## config.mk

```make
export PLATFORM = sky130hd
export DESIGN_NAME = alu_shift_seq
export DESIGN_NICKNAME = d
export VERILOG_FILES = /design/src/rtl/alu_shift_seq_pkg.sv /design/src/rtl/alu_shift_seq_step_calc.sv /design/src/rtl/alu_shift_seq.sv
export SDC_FILE = /design/constraint.sdc
export NUM_CORES = 1
export LEC_CHECK = 0
export CAP_MARGIN = 20
export CORE_MARGIN = 3
export CORE_UTILIZATION = 46
export DETAILED_ROUTE_END_ITERATION = 10
export GPL_TIMING_DRIVEN = 0
export PLACE_DENSITY = 0.86
export SLEW_MARGIN = 20
export SYNTH_ARGS = -nofsm -noshare
export SYNTH_HDL_FRONTEND = slang
export SYNTH_SLANG_ARGS = --single-unit
```

## constraint.sdc

```tcl
create_clock -name clk -period 3.49 [get_ports clk]
set_input_delay 0.349 -clock clk [delete_from_list [all_inputs] [get_ports clk]]
set_output_delay 0.349 -clock clk [all_outputs]
set_load 0.05 [all_outputs]
```

## src/rtl/alu_shift_seq_pkg.sv

```systemverilog
// Shared constants for the multi-pass shift sequencer: ALU opcode/funct
// codes, default per-pass shift limit, FSM state encoding, direction codes.
package alu_shift_seq_pkg;

   // R-type opcode and shift funct codes understood by the integer ALU
   localparam logic [5:0] INST_R    = 6'b000000;
   localparam logic [5:0] FUNCT_SLL = 6'b000000;
   localparam logic [5:0] FUNCT_SRL = 6'b000010;

   // Largest shift amount the ALU shift path accepts in one pass
   localparam int SEQ_STEP_MAX = 7;

   // Request direction encoding
   localparam logic SEQ_DIR_SLL = 1'b0;
   localparam logic SEQ_DIR_SRL = 1'b1;

   typedef enum logic [1:0] {
      IDLE = 2'd0,
      RUN  = 2'd1,
      CAPT = 2'd2,
      DONE = 2'd3
   } seq_state_t;

endpackage

```

## src/rtl/alu_shift_seq_step_calc.sv

```systemverilog
// Per-pass step calculator: clamps the remaining shift to the ALU limit and
// flags the final pass (the pass that leaves nothing remaining).
module shift_step_calc #(
   parameter int STEP_MAX = 7
) (
   input  logic [4:0] rem,
   output logic [4:0] step,
   output logic       last
);

   localparam logic [4:0] STEP_LIM = 5'(STEP_MAX);

   // rem == 0 still yields one pass with step 0, flagged last
   always_comb begin
      last = (rem <= STEP_LIM);
      step = last ? rem : STEP_LIM;
   end

endmodule

```

## src/rtl/alu_shift_seq.sv

```systemverilog
// Multi-pass shift sequencer: executes SLL/SRL with 5-bit shift amounts by
// chaining passes of at most STEP_MAX bits through the ALU, stalling the
// pipeline while it owns the ALU.
module alu_shift_seq
   import alu_shift_seq_pkg::*;
#(
   parameter int W        = 32,
   parameter int STEP_MAX = SEQ_STEP_MAX
) (
   input  logic         clk,
   input  logic         rst_n,
   input  logic         req_valid,
   output logic         req_ready,
   input  logic         req_dir,
   input  logic [W-1:0] req_data,
   input  logic [4:0]   req_shamt,
   output logic         rsp_valid,
   input  logic         rsp_ready,
   output logic [W-1:0] rsp_data,
   output logic         stall,
   output logic         alu_own_fwd,
   output logic         alu_own,
   output logic [5:0]   alu_opcode_fwd,
   output logic [5:0]   alu_opcode,
   output logic [5:0]   alu_funct,
   output logic [4:0]   alu_shamt,
   output logic [W-1:0] alu_rrt,
   input  logic [W-1:0] alu_rslt
);

   seq_state_t   state;
   logic [W-1:0] data_q;
   logic [4:0]   rem;
   logic         first;
   logic [4:0]   step;
   logic         last;
   logic         accept;

   shift_step_calc #(.STEP_MAX(STEP_MAX)) u_step (
      .rem  (rem),
      .step (step),
      .last (last)
   );

   assign accept = req_valid && req_ready;

   // Forward ownership leads alu_own by a cycle so the ALU's registered
   // operand select is already R-type on the first RUN cycle.
   always_comb begin
      alu_own_fwd    = accept || (state == RUN);
      alu_opcode_fwd = alu_own_fwd ? INST_R : 6'd0;
   end

   // Per-pass operands: first pass shifts the latched operand, later passes
   // chain the ALU's registered result from the previous pass.
   always_comb begin
      alu_shamt = 5'd0;
      alu_rrt   = '0;
      if (state == RUN) begin
         alu_shamt = step;
         alu_rrt   = first ? data_q : alu_rslt;
      end
   end

   // Sequencer FSM with registered handshake, stall and ALU-ownership outputs
   always_ff @(posedge clk or negedge rst_n) begin
      if (!rst_n) begin
         state      <= IDLE;
         data_q     <= '0;
         rem        <= 5'd0;
         first      <= 1'b0;
         req_ready  <= 1'b1;
         rsp_valid  <= 1'b0;
         rsp_data   <= '0;
         stall      <= 1'b0;
         alu_own    <= 1'b0;
         alu_opcode <= 6'd0;
         alu_funct  <= 6'd0;
      end else begin
         case (state)
            IDLE: begin
               if (accept) begin
                  data_q     <= req_data;
                  rem        <= req_shamt;
                  first      <= 1'b1;
                  alu_funct  <= (req_dir == SEQ_DIR_SRL) ? FUNCT_SRL : FUNCT_SLL;
                  req_ready  <= 1'b0;
                  stall      <= 1'b1;
                  alu_own    <= 1'b1;
                  alu_opcode <= INST_R;
                  state      <= RUN;
               end
            end
            RUN: begin
               rem   <= rem - step;
               first <= 1'b0;
               if (last) state <= CAPT;
            end
            CAPT: begin
               // Result of the final pass is in the ALU output register now
               rsp_data   <= alu_rslt;
               rsp_valid  <= 1'b1;
               alu_own    <= 1'b0;
               alu_opcode <= 6'd0;
               alu_funct  <= 6'd0;
               state      <= DONE;
            end
            DONE: begin
               if (rsp_ready) begin
                  rsp_valid <= 1'b0;
                  req_ready <= 1'b1;
                  stall     <= 1'b0;
                  state     <= IDLE;
               end
            end
            default: state <= IDLE;
         endcase
      end
   end

endmodule

```

==> results.yml, run 1 <==
floorplan:
  initial_utilization_pct: 48.7
  die-area_um2: 9530
  pin_count: 166
  core_um2: 7930
  fp.dieW_um: 97.6
  die_h_um: 97.6
  num_rows: 32
synthesis:
  yosysUniqueCellTypes: 38
  synth_seq_cells: 77
  synthesis.area_um2: 3860
  yosysTopAreaCell: "dfrtp_1"
  synth_top_area_share_pct: 49.3
  synthTopCellsByArea: "dfrtp_1 49%, nand2_1 10%, mux2_2 9.6%"
  synth-main-ff-cell: "dfrtp_1"
  synth.avg_cell_area_um2: 9.87
  synthCells: 391
  yosysSeqAreaShare_pct: 50.0
  async_flop_share_pct: 100
  synth-edff-count: 0
  ys_warn_count: 0
power_and_ir_drop:
  peakVddDrop_mv: 0.576
  pwr-share-seq_pct: 27.0
  switching_share_pct: 47.9
  p_switching_mw: 2.83
  leakagePower_nw: 2.61
  power_density_nw_per_um2: 1030
  p_int_mw: 3.08
  power_mw: 5.91
  pwr-share-comb_pct: 61.0
  power.share.clock_pct: 12.0
clock_network:
  cts_buffer_depth: 2
  post_cts_resized: 0
  clock-sinks: 77
  clock_latency_ns: 0.33
  h-tree-depth: 3
  cts_made_buffers: 9
  cts-root-buf: "clkbuf_8"
  hold_buffers: 1
  cts_tree: "yes"
  post_cts_buffers: 0
  clk_pin_slew_worst_paths_ns: 0.08
final_layout:
  fill_cells: 588
  multiInputGateArea_um2: 1700
  syn2layout_area_growth_pct: 48.8
  diodes: 0
  drive_gt1_share_pct: 17.1
  regArea_um2: 1930
  fin_nets: 647
  fin_area_um2: 5750
placement:
  gp_congestion: 0.873
  placedInstanceArea_um2: 5520
  dp_hpwl_um: 7960
  place_ws_ns: 0.788
  port_buffers: 145
global_routing:
  grt_usage_pct: 22.7
  grt_pass1_wl_um: 17700
  grt_pass1_vias: 3619
  antenna_found_initial: 0
  grt_start_max_net_pins: 44
  gr-total-overflow: 0
timing:
  finalMaxSlewViolations: 0
  clock-skew-final_ns: 0.00882
  rsz0062_at_grt: "false"
  min_period_ns: 3.07
  finalCritPeriodShare_pct: 88.0
  tns_ns: 0
  layout_setup_ws_ns: 0.418
  setup_violations: 0
  fmax_ghz: 0.326
  relSlewSlack_pct: 64.5
  tightestPinTransition_ns: 0.531
  finalHoldViolations: 0
run:
  cap_viol_max_count: 0
route:
  wl_per_cell_um: 15.7
  drc: 0
  drt_iter0_drc: 91
  ant_nets: 0
  dr_total_vias: 3343
  drt_first_pass_iters: 4
  viasPerCell: 4.96
  wl_um: 10600
worst_hold_path:
  hold_path.class: "in -> reg"
  min_from: "req_valid"
  min_to: "req_ready"
  hold_depth: 4
critical_path:
  path_class: "reg -> out"
  reg2reg_depth: 7
  r2r-end: "rem[4]"
  critPathArrivalTime_ns: 2.72
  required_ns: 3.14
  critical_path.reg2reg.startpoint: "rem[4]"
  cp-end-kind: "primary output"
  worstSetupStartpoint: "state[1]"
  r2r_setup_slack_ns: 1.57
  critPathLaunchType: "flop"
  crit_path_max_fanout: 10
outcome:
  run_status: "finished clean"
==> metrics by stage <==
stage / utilization, % / std cells / hold slack (ns)
2_1_floorplan: - / 409 / 0.0534
3_3_place_gp: 69.5 / 656 / 0.459
3_5_place_dp: 69.7 / 657 / 0.334
4_1_cts: 72.5 / 674 / 0.414
5_1_grt: 72.5 / 674 / 0.453
6_report: 72.5 / 674 / 0.429
==> power by group through the flow <==
stage                     combinational [mW]  clock, mW  sequential, mW
final                                   3.61      0.707            1.60
after global routing                    3.82      0.759            1.66
after CTS                               3.63      0.719            1.60
after detailed placement                3.61          0            1.61
after global placement                  3.52          0            1.58
after floorplan                         1.76          0            2.31
==> sequential cells by signal, indices dropped and copies added (netlist names) <==
register,flops
data_q,32
first,1
stall,1
req_ready,1
rsp_data,32
state,2
alu_funct,1
rsp_valid,1
alu_own,1
rem,5
==> cells in the mapped netlist (3+ instances only) <==
master and n:
a21oi_1 7, buf_2 18, buf_4 20, clkbuf_1 3, dfrtp_1 76, ha_1 6, inv_1 6, mux2_2 33
mux2i_1 34, nand2_1 103, nand2b_1 3, nor2_1 43, nor3_1 4, o21ai_0 4, or2_2 3
==> worst max-delay path by stage <==
stage / endpoint
floorplan: alu_rrt[10]
global placement: rsp_data[7]
detailed placement: alu_rrt[13]
CTS: alu_rrt[20]
global route: alu_rrt[12]
finish: alu_rrt[28]
==> placed cells by master, fill, tap and decap left out, types with 2 or more instances in the layout <==
master / netlist / final
clkbuf_8: 0 / 12
mux2i_1: 34 / 34
mux2_2: 33 / 33
buf_4: 20 / 21
a21oi_1: 7 / 7
nand4_1: 2 / 2
nor3_1: 4 / 4
clkdlybuf4s50_1: 0 / 144
ha_1: 6 / 6
inv_1: 6 / 6
nand2_1: 103 / 103
clkbuf_1: 3 / 4
clkbuf_2: 2 / 2
o31ai_1: 2 / 2
conb_1: 1 / 19
dfrtp_1: 76 / 76
o22ai_1: 2 / 2
a221o_1: 2 / 2
nor2_1: 43 / 43
buf_2: 18 / 18
o21ai_0: 4 / 4
or2_2: 3 / 3
nand2b_1: 3 / 3
==> kinds of logic (layout without fill, tap and decap cells) <==
group,after synthesis,after routing,share of synthesized area (%)
DFF,77,77,50.0
adders and majority gates,6,6,1.94
other,1,19,0.0972
and+or+nand+nor,162,162,16.6
buffers and inverters,50,213,7.65
muxes,68,68,18.8
AOI/OAI and AO/OA,27,27,4.89
==> layout make-up <==
cell class	count	share of cell area (%)
Sequential cell	77	33.6
Multi-Input combinational cell	282	29.7
Timing Repair Buffer	147	25.7
Buffer	44	4.75
Clock buffer	13	2.94
Tap cell	102	2.22
Clock inverter	3	0.740
Inverter	6	0.392
==> routing by layer <==
layer	global-route usage (%)	vias up	routed length, um
li1	-	1603	-
met1	28.2	1593	4350
met2	39.1	130	5290
met3	5.10	17	726
met4	7.88	0	192
met5	0	-	0
==> critical path, stage by stage, from the launching register on <==
cell,delay [ns]
dfrtp_1,0.42
inv_1,0.12
ha_1,0.16
buf_4,0.16
inv_1,0.12
buf_2,0.22
buf_2,0.21
nor2_1,0.14
clkdlybuf4s50_1,0.83
Power figures use the tool's default switching activity.
==> run 2, diff against run 1 <==
--- a/config.mk
+++ b/config.mk
@@ -10,6 +10,7 @@
 export CORE_UTILIZATION = 46
 export DETAILED_ROUTE_END_ITERATION = 10
 export GPL_TIMING_DRIVEN = 0
+export HOLD_SLACK_MARGIN = 0.03
 export PLACE_DENSITY = 0.86
 export SLEW_MARGIN = 20
 export SYNTH_ARGS = -nofsm -noshare
==> results of run 2 <==
Same layout as run 1: the final DEF is identical, and so are final timing and power.
